### src/rtl/sysctrl_gen_if.sv
`default_nettype none
// +----------------------------------------------------------------------------+
// | Module      : sysctrl_gen_if                                               |
// | Description : MCU link byte stream (strobe/start/data in, data out).       |
// | Revision    : 1.0 - initial release                                        |
// +----------------------------------------------------------------------------+
interface sysctrl_gen_if;
  logic       data_in_strobe;
  logic       data_in_start;
  logic [7:0] data_in;
  logic [7:0] data_out;

  modport master (
    output data_in_strobe,
    output data_in_start,
    output data_in,
    input  data_out
  );

  modport slave (
    input  data_in_strobe,
    input  data_in_start,
    input  data_in,
    output data_out
  );
endinterface
`default_nettype wire

### src/rtl/sysctrl_gen.sv
`default_nettype none
// +----------------------------------------------------------------------------+
// | Module      : sysctrl_gen                                                  |
// | Description : MCU system-control slave: framed command decoder driving     |
// |               status, LEDs, RGB, buttons, interrupts, resets and an        |
// |               indexed config bank. Optional macro SYSCTRL_CFG_READBACK_EN  |
// |               enables command 7 config readback.                           |
// | Revision    : 1.0 - initial release                                        |
// +----------------------------------------------------------------------------+
module sysctrl_gen #(
  parameter logic [7:0]           CORE_ID       = 8'h03,
  parameter int                   NUM_CFG       = 16,
  parameter logic [NUM_CFG*8-1:0] CFG_DEFAULT   = '0,
  parameter int                   NUM_LEDS      = 2,
  parameter int                   NUM_BUTTONS   = 2,
  parameter int                   RESET_TIMEOUT = 80_000_000
) (
  input  wire logic                   clk,
  input  wire logic                   reset_n,
  sysctrl_gen_if.slave                mcu,
  output logic                        int_out_n,
  input  wire logic [7:0]             int_in,
  output logic [7:0]                  int_ack,
  input  wire logic [NUM_BUTTONS-1:0] buttons,
  output logic [NUM_LEDS-1:0]         leds,
  output logic [23:0]                 color,
  output logic [1:0]                  sys_reset,
  output logic                        cold_boot,
  output logic [NUM_CFG*8-1:0]        cfg,
  output logic                        cfg_wr_stb,
  output logic [7:0]                  cfg_wr_idx
);

  localparam int            TW             = (RESET_TIMEOUT == 0) ? 1 : $clog2(RESET_TIMEOUT + 1);
  localparam int            IW             = (NUM_CFG > 1) ? $clog2(NUM_CFG) : 1;
  localparam logic [TW-1:0] C_TIMEOUT_INIT = TW'(RESET_TIMEOUT);
  localparam logic [TW-1:0] C_TIMEOUT_ONE  = TW'(1);
  localparam logic [8:0]    C_NUM_CFG      = 9'(NUM_CFG);
  localparam logic [3:0]    C_STATE_IDLE   = 4'd0;
  localparam logic [3:0]    C_STATE_MAX    = 4'd15;

  localparam logic [7:0] C_CMD_STATUS  = 8'h00;
  localparam logic [7:0] C_CMD_LEDS    = 8'h01;
  localparam logic [7:0] C_CMD_COLOR   = 8'h02;
  localparam logic [7:0] C_CMD_BUTTONS = 8'h03;
  localparam logic [7:0] C_CMD_CFG_WR  = 8'h04;
  localparam logic [7:0] C_CMD_INT     = 8'h05;
  localparam logic [7:0] C_CMD_COLD    = 8'h06;
  localparam logic [7:0] C_CMD_RESET   = 8'h08;
  localparam logic [7:0] C_CMD_MASK    = 8'h09;
`ifdef SYSCTRL_CFG_READBACK_EN
  localparam logic [7:0] C_CMD_CFG_RD  = 8'h07;
`endif

  logic [7:0]          r_command;
  logic [3:0]          r_state;
  logic [7:0]          r_cfg_idx;
  logic [7:0]          r_data_out;
  logic [NUM_LEDS-1:0] r_leds;
  logic [23:0]         r_color;
  logic [1:0]          r_sys_reset;
  logic                r_cold_boot;
  logic                r_sys_int;
  logic [7:0]          r_int_ack;
  logic [7:0]          r_int_mask;
  logic [7:0]          r_cfg [NUM_CFG];
  logic                r_cfg_wr_stb;
  logic [7:0]          r_cfg_wr_idx;
  logic [TW-1:0]       r_timeout;

  logic [7:0]          w_buttons_ext;
  logic                w_idx_ok;
  logic [IW-1:0]       w_idx_sel;

  function automatic logic [7:0] f_rev8(input logic [7:0] v);
    logic [7:0] r;
    for (int i = 0; i < 8; i++) r[i] = v[7-i];
    return r;
  endfunction

  always_comb begin
    w_buttons_ext                  = '0;
    w_buttons_ext[NUM_BUTTONS-1:0] = buttons;
  end

  assign w_idx_ok  = ({1'b0, r_cfg_idx} < C_NUM_CFG);
  assign w_idx_sel = r_cfg_idx[IW-1:0];

`ifdef SYSCTRL_CFG_READBACK_EN
  logic          w_rd_ok;
  logic [IW-1:0] w_rd_sel;
  assign w_rd_ok  = ({1'b0, mcu.data_in} < C_NUM_CFG);
  assign w_rd_sel = mcu.data_in[IW-1:0];
`endif

  always_ff @(posedge clk or negedge reset_n) begin
    if (!reset_n) begin
      r_command    <= 8'h00;
      r_state      <= C_STATE_IDLE;
      r_cfg_idx    <= 8'h00;
      r_data_out   <= 8'h00;
      r_leds       <= '0;
      r_color      <= 24'h000000;
      r_sys_reset  <= 2'd3;
      r_cold_boot  <= 1'b1;
      r_sys_int    <= 1'b1;
      r_int_ack    <= 8'h00;
      r_int_mask   <= 8'hFF;
      r_cfg_wr_stb <= 1'b0;
      r_cfg_wr_idx <= 8'h00;
      r_timeout    <= C_TIMEOUT_INIT;
      for (int i = 0; i < NUM_CFG; i++) r_cfg[i] <= CFG_DEFAULT[8*i +: 8];
    end else begin
      r_int_ack    <= 8'h00;
      r_cfg_wr_stb <= 1'b0;
      if (r_int_ack[0]) r_sys_int <= 1'b0;

      // Expiry is evaluated first so a same-cycle command write overrides it.
      if (r_timeout != '0) begin
        r_timeout <= r_timeout - C_TIMEOUT_ONE;
        if (r_timeout == C_TIMEOUT_ONE) begin
          r_sys_reset <= 2'd0;
          r_color     <= 24'h000202;
        end
      end

      if (mcu.data_in_strobe && mcu.data_in_start) begin
        r_command <= mcu.data_in;
        r_state   <= 4'd1;
      end else if (mcu.data_in_strobe && (r_state != C_STATE_IDLE)) begin
        if (r_state != C_STATE_MAX) r_state <= r_state + 4'd1;
        case (r_command)
          C_CMD_STATUS: begin
            case (r_state)
              4'd1:    r_data_out <= 8'h5C;
              4'd2:    r_data_out <= 8'h42;
              4'd3:    r_data_out <= CORE_ID;
              default: r_data_out <= 8'h00;
            endcase
          end
          C_CMD_LEDS: begin
            if (r_state == 4'd1) r_leds <= mcu.data_in[NUM_LEDS-1:0];
          end
          C_CMD_COLOR: begin
            case (r_state)
              4'd1:    r_color[15:8]  <= f_rev8(mcu.data_in);
              4'd2:    r_color[7:0]   <= f_rev8(mcu.data_in);
              4'd3:    r_color[23:16] <= f_rev8(mcu.data_in);
              default: ;
            endcase
          end
          C_CMD_BUTTONS: r_data_out <= w_buttons_ext;
          C_CMD_CFG_WR: begin
            if (r_state == 4'd1) begin
              r_cfg_idx <= mcu.data_in;
            end else if ((r_state == 4'd2) && w_idx_ok) begin
              r_cfg[w_idx_sel] <= mcu.data_in;
              r_cfg_wr_idx     <= r_cfg_idx;
              r_cfg_wr_stb     <= 1'b1;
            end
          end
          C_CMD_INT: begin
            if (r_state == 4'd1) r_int_ack <= mcu.data_in;
            r_data_out <= {int_in[7:1], r_sys_int};
          end
          C_CMD_COLD: begin
            r_data_out <= {7'b0, r_cold_boot};
            if (r_state == 4'd1) r_cold_boot <= 1'b0;
          end
`ifdef SYSCTRL_CFG_READBACK_EN
          C_CMD_CFG_RD: begin
            if (r_state == 4'd1) r_data_out <= w_rd_ok ? r_cfg[w_rd_sel] : 8'hFF;
            else                 r_data_out <= r_cfg_wr_idx;
          end
`endif
          C_CMD_RESET: begin
            if (r_state == 4'd1) begin
              r_sys_reset <= mcu.data_in[1:0];
              r_timeout   <= '0;
            end
          end
          C_CMD_MASK: begin
            if (r_state == 4'd1) r_int_mask <= mcu.data_in;
          end
          default: ;
        endcase
      end
    end
  end

  generate
    for (genvar g = 0; g < NUM_CFG; g++) begin : g_cfg
      assign cfg[8*g +: 8] = r_cfg[g];
    end
  endgenerate

  assign mcu.data_out = r_data_out;
  assign int_out_n    = !((|(int_in & r_int_mask)) | r_sys_int);
  assign int_ack      = r_int_ack;
  assign leds         = r_leds;
  assign color        = r_color;
  assign sys_reset    = r_sys_reset;
  assign cold_boot    = r_cold_boot;
  assign cfg_wr_stb   = r_cfg_wr_stb;
  assign cfg_wr_idx   = r_cfg_wr_idx;

endmodule
`default_nettype wire

### src/flat_wrapper.sv
// flat-port wrapper written by rule: the top's interface ports become plain ports
module sysctrl_gen_flat 
#(
  parameter logic [7:0]           CORE_ID       = 8'h03,
  parameter int                   NUM_CFG       = 16,
  parameter logic [NUM_CFG*8-1:0] CFG_DEFAULT   = '0,
  parameter int                   NUM_LEDS      = 2,
  parameter int                   NUM_BUTTONS   = 2,
  parameter int                   RESET_TIMEOUT = 80_000_000
)
  (clk, reset_n, int_out_n, int_in, int_ack, buttons, leds, color, sys_reset, cold_boot, cfg, cfg_wr_stb, cfg_wr_idx, mcu_data_in_strobe, mcu_data_in_start, mcu_data_in, mcu_data_out);
  sysctrl_gen_if mcu_i ();
  input  wire logic clk;
  input  wire logic reset_n;
  output logic int_out_n;
  input  wire logic [7:0] int_in;
  output logic [7:0] int_ack;
  input  wire logic [NUM_BUTTONS-1:0] buttons;
  output logic [NUM_LEDS-1:0] leds;
  output logic [23:0] color;
  output logic [1:0] sys_reset;
  output logic cold_boot;
  output logic [NUM_CFG*8-1:0] cfg;
  output logic cfg_wr_stb;
  output logic [7:0] cfg_wr_idx;
  input wire logic [$bits(mcu_i.data_in_strobe)-1:0] mcu_data_in_strobe;
  input wire logic [$bits(mcu_i.data_in_start)-1:0] mcu_data_in_start;
  input wire logic [$bits(mcu_i.data_in)-1:0] mcu_data_in;
  output wire logic [$bits(mcu_i.data_out)-1:0] mcu_data_out;
  assign mcu_i.data_in_strobe = mcu_data_in_strobe;
  assign mcu_i.data_in_start = mcu_data_in_start;
  assign mcu_i.data_in = mcu_data_in;
  assign mcu_data_out = mcu_i.data_out;
  sysctrl_gen #(.CORE_ID(CORE_ID), .NUM_CFG(NUM_CFG), .CFG_DEFAULT(CFG_DEFAULT), .NUM_LEDS(NUM_LEDS), .NUM_BUTTONS(NUM_BUTTONS), .RESET_TIMEOUT(RESET_TIMEOUT)) u_core (.clk(clk), .reset_n(reset_n), .mcu(mcu_i), .int_out_n(int_out_n), .int_in(int_in), .int_ack(int_ack), .buttons(buttons), .leds(leds), .color(color), .sys_reset(sys_reset), .cold_boot(cold_boot), .cfg(cfg), .cfg_wr_stb(cfg_wr_stb), .cfg_wr_idx(cfg_wr_idx));
endmodule
### config.mk
export PLATFORM = sky130hd
export DESIGN_NAME = sysctrl_gen_flat
export DESIGN_NICKNAME = d
export VERILOG_FILES = /design/src/rtl/sysctrl_gen_if.sv /design/src/rtl/sysctrl_gen.sv /design/src/flat_wrapper.sv
export SDC_FILE = /design/constraint.sdc
export NUM_CORES = 1
export LEC_CHECK = 0
export ABC_AREA = 1
export CORE_UTILIZATION = 38
export CTS_BUF_LIST = sky130_fd_sc_hd__clkbuf_8
export DETAILED_ROUTE_END_ITERATION = 6
export GPL_TIMING_DRIVEN = 0
export HOLD_SLACK_MARGIN = 0.1
export PLACE_DENSITY = 0.7
export SKIP_CTS_REPAIR_TIMING = 1
export SYNTH_ARGS = -nofsm -noshare
export SYNTH_HDL_FRONTEND = slang
export SYNTH_SLANG_ARGS = --single-unit
### constraint.sdc
create_clock -name clk -period 2.88 [get_ports clk]
set_input_delay 0.288 -clock clk [delete_from_list [all_inputs] [get_ports clk]]
set_output_delay 0.288 -clock clk [all_outputs]
set_load 0.02 [all_outputs]
==> impl_metrics.toml, run 1 <==
[power]
clkPwrFrac_pct = 36.9
power_density_nw_per_um2 = 578.0
internal_power_mw = 5.559
switching_power_mw = 2.345
combPwrFrac_pct = 15.3
p_leak_nw = 6.951
seqPwrFrac_pct = 47.8
total_power_mw = 7.904
irDropWorstVdd_v = 0.0002602
switching_share_pct = 29.66

[status]
outcome = "finished clean"

[sta]
period_share_pct = 85.09
maxClockFrequency_ghz = 0.4081
skew_ns = 0.02605
relSlewSlack_pct = 37.00
min_period_ns = 2.451
hold_ws_ns = 0.2818
setup_viol = 0
fin_tns_setup_ns = 0
rsz0062_at_grt = "false"
hold_violations = 0
setup_slack_ns = 0.4294
slew_violations = 0
tightest_slew_ns = 0.9450

[layout]
final_util_pct = 50.74
fillers = 2583
fin_nets = 1536
antenna_cells = 0
syn2layout_area_growth_pct = 31.26
layout_commonest_cell = "nand2_1"
finalInstanceArea_sq_um = 13670
final_cell_mix = "482 x nand2_1, 218 x dfrtp_1, 197 x clkdlybuf4s50_1"
finalNonFillerCells = 1875
drive_gt1_share_pct = 7.562

[setup_path]
critPathKind = "reg2reg"
max_stage_delay_ns = 0.41
r2r_slack_ns = 0.43
crit_family = "simple AND/OR/NAND/NOR gates"
start_kind = "flip-flop"
endpoint = "u_core.r_timeout[25]"
crit_arrival_ns = 2.86
rr_endpoint = "u_core.r_timeout[25]"
crit_chain = "inv_1, ha_1, nand2_1, nand2_1, nor2_1, nand4_1, inv_1, buf_2, nor2_1"
cp.required_ns = 3.29
setup.worst_path.start = "u_core.r_state[0]"
path_max_fanout = 10
path_buf_inv = 3
crit_slowest_cell = "nor2_1"
end_kind = "flip-flop"
cp_num_cells = 9
r2r_start = "u_core.r_state[0]"
reg2regPathDepth = 9

[routing]
wl_mm = 31.51
via_count = 9407
detail-route-antenna-nets = 0
viasPerCell = 5.017
wl_per_cell_microns = 16.80
firstDrtPassIters = 6
drt-initial-drc-count = 654
drcViolationCount = 0

[floorplanning]
die_w_microns = 167.6
die_h_microns = 167.6
start_util_pct = 38.65
rows = 60
die_area_sq_um = 28080
core_sq_um = 26950
num_io_pins = 205

[cts]
clk_latency_ns = 0.56
cts_tree = "built"
cts_buffers = 41
root_buffer = "clkbuf_8"
ctsHtreeMaxLevel = 2
clock-sinks = 238
path_clk_slew_ns = 0.07
clock_path_buffers = 3

[synthesis]
synth_seq_area_share_pct = 57.41
avgSynthCellArea_sq_um = 8.248
synth_cells = 1263
synth_cell_types = 28
ys_top_cells_by_area = "dfrtp_1 52%, nand2_1 17%, nand3_1 9.1%"
synth_fp_nets = 1292
synth_top_area_share_pct = 52.37
yosys_warnings = 0
ys_ff_latch = 238
yosys.area.top_type = "dfrtp_1"
syn_area_sq_um = 10420

[global_routing]
grt_usage_pct = 22.63
grt_pass1_wl_mm = 49.92
grt_pass1_vias = 9192
antenna_found_initial = 1
grt-ovfl-total = 0
grt_max_degree = 90

[hold_path]
hold_start = "mcu_data_in[3]"
hold_path_class = "in2reg"

[flow_run]
cap_violations = 0

[place]
dpl.cell_count = 1804
dp_worst_setup_slack_ns = 0.4116
place.gp.congestion = 0.8819
port_buffers = 198
placed_area_sq_um = 12890
hpwl_mm = 22.12
## cell usage after synthesis
cell	number
xnor2_1	7
clkbuf_1	27
a31oi_1	1
nand4_1	9
dfrtp_1	218
nand3b_1	2
nor3b_1	1
nor2_1	113
or2_2	1
o21ai_0	39
dfstp_2	20
nand2_1	482
inv_1	74
nand3_1	190
buf_2	8
inv_2	1
nor3_4	1
xor2_1	5
nand2_2	12
and2_1	2
a21oi_1	12
and3_1	1
nor4_1	1
buf_4	8
nor2_2	4
a2111oi_0	1
ha_1	7
nor3_1	16
## cell families (layout without fill, tap and decap cells)
family          after synthesis  in the layout  share of synthesized area [%]
fa+ha+maj                     7              7                         0.8407
flops                       238            238                          57.41
simple gates                835            835                          33.51
xor+xnor                     12             12                          1.009
buf+inv                     118            389                          4.636
compound gates               53             53                          2.594
## flip-flops by register name, indices dropped and copies added, names as in the netlist
register,flops
u_core.cfg,128
u_core.r_timeout,27
u_core.color,24
u_core.cfg_wr_idx,8
u_core.int_ack,8
u_core.mcu.data_out,8
u_core.r_cfg_idx,8
u_core.r_command,8
u_core.r_int_mask,8
u_core.r_state,4
u_core.leds,2
u_core.sys_reset,2
u_core.cfg_wr_stb,1
u_core.cold_boot,1
u_core.r_sys_int,1
## routing by layer
metal  GRT usage [%]  part of all wire (%)  up-vias
li1                -                     -     4505
met1           28.67                    42     4512
met2           36.76                    47      325
met3           6.405                   8.0       65
met4           8.496                   3.1        0
met5               0                     0        -
## power by group through the flow
| stage | Clock [mW] | Sequential, mW | Combinational (mW) |
|---|---|---|---|
| floorplan | 0 | 3.89 | 0.622 |
| global placement | 0 | 3.83 | 1.18 |
| detailed placement | 0 | 3.83 | 1.21 |
| CTS | 2.98 | 3.78 | 1.22 |
| global route | 3.14 | 3.81 | 1.35 |
| finish | 2.91 | 3.78 | 1.21 |
## final cells by class
cell class / instances / area, sq um / area share, %
Timing Repair Buffer: 201 / 2052 / 15.01
Clock buffer: 49 / 674.4 / 4.932
Tap cell: 341 / 426.7 / 3.120
Buffer: 43 / 201.4 / 1.473
Multi-Input combinational cell: 907 / 3954 / 28.91
Inverter: 75 / 281.5 / 2.059
Sequential cell: 238 / 5981 / 43.74
Clock inverter: 21 / 103.9 / 0.7594
## tightest hold or removal path: cells and delay by family
family	cells	cell delay, ns
buffers and inverters	1	0.28
AND/OR/NAND/NOR	2	0.23
## worst min path at each step
stage / endpoint / slack, ns / depth (start not counted)
finish: u_core.cfg[3] / 0.28 / 3
global route: u_core.cfg[63] / 0.24 / 3
CTS: u_core.cfg[30] / -0.30 / 1
detailed placement: u_core.r_timeout[17] / 0.26 / 1
global placement: u_core.r_sys_int / 0.37 / 1
floorplan: u_core.cfg[0] / -0.008 / 0
Power figures use the tool's default switching activity.
==> inputs of run 2 (changes only) <==
--- a/config.mk
+++ b/config.mk
@@ -6,12 +6,13 @@
 export NUM_CORES = 1
 export LEC_CHECK = 0
 export ABC_AREA = 1
-export CORE_UTILIZATION = 38
+export CAP_MARGIN = 20
+export CORE_UTILIZATION = 35
 export CTS_BUF_LIST = sky130_fd_sc_hd__clkbuf_8
 export DETAILED_ROUTE_END_ITERATION = 6
 export GPL_TIMING_DRIVEN = 0
 export HOLD_SLACK_MARGIN = 0.1
-export PLACE_DENSITY = 0.7
+export PLACE_DENSITY = 0.66
 export SKIP_CTS_REPAIR_TIMING = 1
 export SYNTH_ARGS = -nofsm -noshare
 export SYNTH_HDL_FRONTEND = slang
==> run 2 against run 1 <==
- register-to-register slack about the same
- worst hold slack worse by 0.038 ns
- via count down 2.3%
- final cell count up 2.2%
- count of clock-buffer cells in the layout up 4
- non-clock buffer count down 1
- critical path depth unchanged
- sequential cell count unchanged
- critical endpoint unchanged
==> impl_metrics.toml, run 2 (synthesis results as in run 1) <==
[hold_path]
hold_end = "u_core.cfg[71]"
worstHoldPathCells = 3
hold_start = "mcu_data_in[7]"
hold_path_class = "in2reg"

[sta]
rsz0062_at_grt = "false"
slew_violations = 0
maxClockFrequency_ghz = 0.4069
min_period_ns = 2.458
relSlewSlack_pct = 35.60
setup_viol = 0
hold_violations = 0
period_share_pct = 85.34
skew_ns = 0.02610
fin_tns_setup_ns = 0
tightest_slew_ns = 0.9660

[global_routing]
antenna_found_initial = 1
grt_pass1_wl_mm = 50.14
grt_usage_pct = 21.03
grt_pass1_vias = 9059
grt-ovfl-total = 0
grt_max_degree = 123

[layout]
final_cell_mix = "482 x nand2_1, 218 x dfrtp_1, 197 x clkdlybuf4s50_1"
drive_gt1_share_pct = 7.507
fin_nets = 1536
syn2layout_area_growth_pct = 32.03
finalNonFillerCells = 1917
largest_register_ffs = 128
layout_commonest_cell = "nand2_1"

[routing]
via_count = 9189
drt-initial-drc-count = 780
viasPerCell = 4.793
wl_per_cell_microns = 16.54
detail-route-antenna-nets = 0
firstDrtPassIters = 5
drcViolationCount = 0
wl_mm = 31.71

[setup_path]
rr_endpoint = "u_core.r_timeout[25]"
r2r_slack_ns = 0.42
setup.worst_path.start = "u_core.r_state[0]"
crit_arrival_ns = 2.88
crit_chain = "inv_1, ha_1, nand2_1, nand2_1, nor2_1, nand4_1, inv_1, buf_2, nor2_1"
cp.required_ns = 3.30
start_kind = "flip-flop"
max_stage_delay_ns = 0.41
end_kind = "flip-flop"
path_max_fanout = 10
r2r_start = "u_core.r_state[0]"
critPathKind = "reg2reg"
crit_slowest_cell = "nor2_1"
reg2regPathDepth = 9

[cts]
clk_latency_ns = 0.55
clock-sinks = 238
clock_path_buffers = 3
ctsHtreeMaxLevel = 2
cts_buffers = 42
cts_tree = "built"
root_buffer = "clkbuf_8"
path_clk_slew_ns = 0.06

[place]
port_buffers = 198
hpwl_mm = 22.07
dpl.cell_count = 1846
place.gp.congestion = 0.8813

[status]
outcome = "finished clean"

[floorplanning]
core_sq_um = 29010
die_w_microns = 174.5
die_h_microns = 174.5
die_area_sq_um = 30460
num_io_pins = 205
rows = 62
start_util_pct = 35.91

[power]
power_density_nw_per_um2 = 589.8
p_leak_nw = 6.955
irDropWorstVdd_v = 0.0002760

[flow_run]
cap_violations = 0
run 2: cell count changes in the layout (fill, tap and decap cells not counted):
cell and delta:
inv_1 -1, diode_2 +1, clkbuf_8 +4, inv_8 +1
clkinv_8 -1, buf_16 -1, bufinv_16 +1, clkinv_2 -5
run 2: worst max-delay path: cells and delay by family (launching register included):
family / cells / cell delay, ns
adder cells (fa/ha/maj): 1 / 0.21
buffers and inverters: 3 / 0.68
flip-flops: 1 / 0.40
AND/OR/NAND/NOR: 5 / 1.04
run 2: cell type report:
type	instances	area, sq um
fill	2848	15260
sequential	238	5981
multi-input combinational	907	3954
timing repair buffer	200	2024
clock buffer	53	729.5
tap	384	480.5
inverter	75	281.5
buffer	43	201.4
clock inverter	16	100.1
antenna	1	2.502
run 2: how the worst max path moves through the flow:
stage / endpoint / slack, ns / cells past startpoint
after floorplan: int_out_n / 1.03 / 3
after global placement: u_core.cfg[52] / -8.66 / 1
after detailed placement: u_core.cfg[29] / 0.38 / 8
after CTS: int_out_n / 0.37 / 4
after global routing: u_core.r_timeout[21] / 0.19 / 9
final: u_core.r_timeout[25] / 0.42 / 9
run 2: metrics by stage:
stage	hold slack [ns]	total power, mW	area, sq um	setup WS [ns]	util, %
after detailed placement	0.3773	5.033	12910	0.3843	44.51
after global placement	0.3765	5.007	12880	-8.660	44.39
after global routing	0.2638	8.522	13750	0.1919	47.40
final	0.2433	8.113	13750	0.4223	47.41
after floorplan	-0.007591	4.513	10420	1.028	-
after CTS	-0.1520	8.198	13740	0.3668	47.37
run 2: power by group:
group	switching [mW]	internal, mW
logic	0.778	0.421
clock network	1.40	1.73
registers	0.187	3.59
run 2: routing by layer:
metal | track usage (%) | up-vias | wire (microns)
li1 | - | 4514 | -
met1 | 27.49 | 4361 | 13900
met2 | 33.37 | 251 | 14630
met3 | 6.146 | 63 | 2248
met4 | 7.029 | 0 | 935
met5 | 0 | - | 0
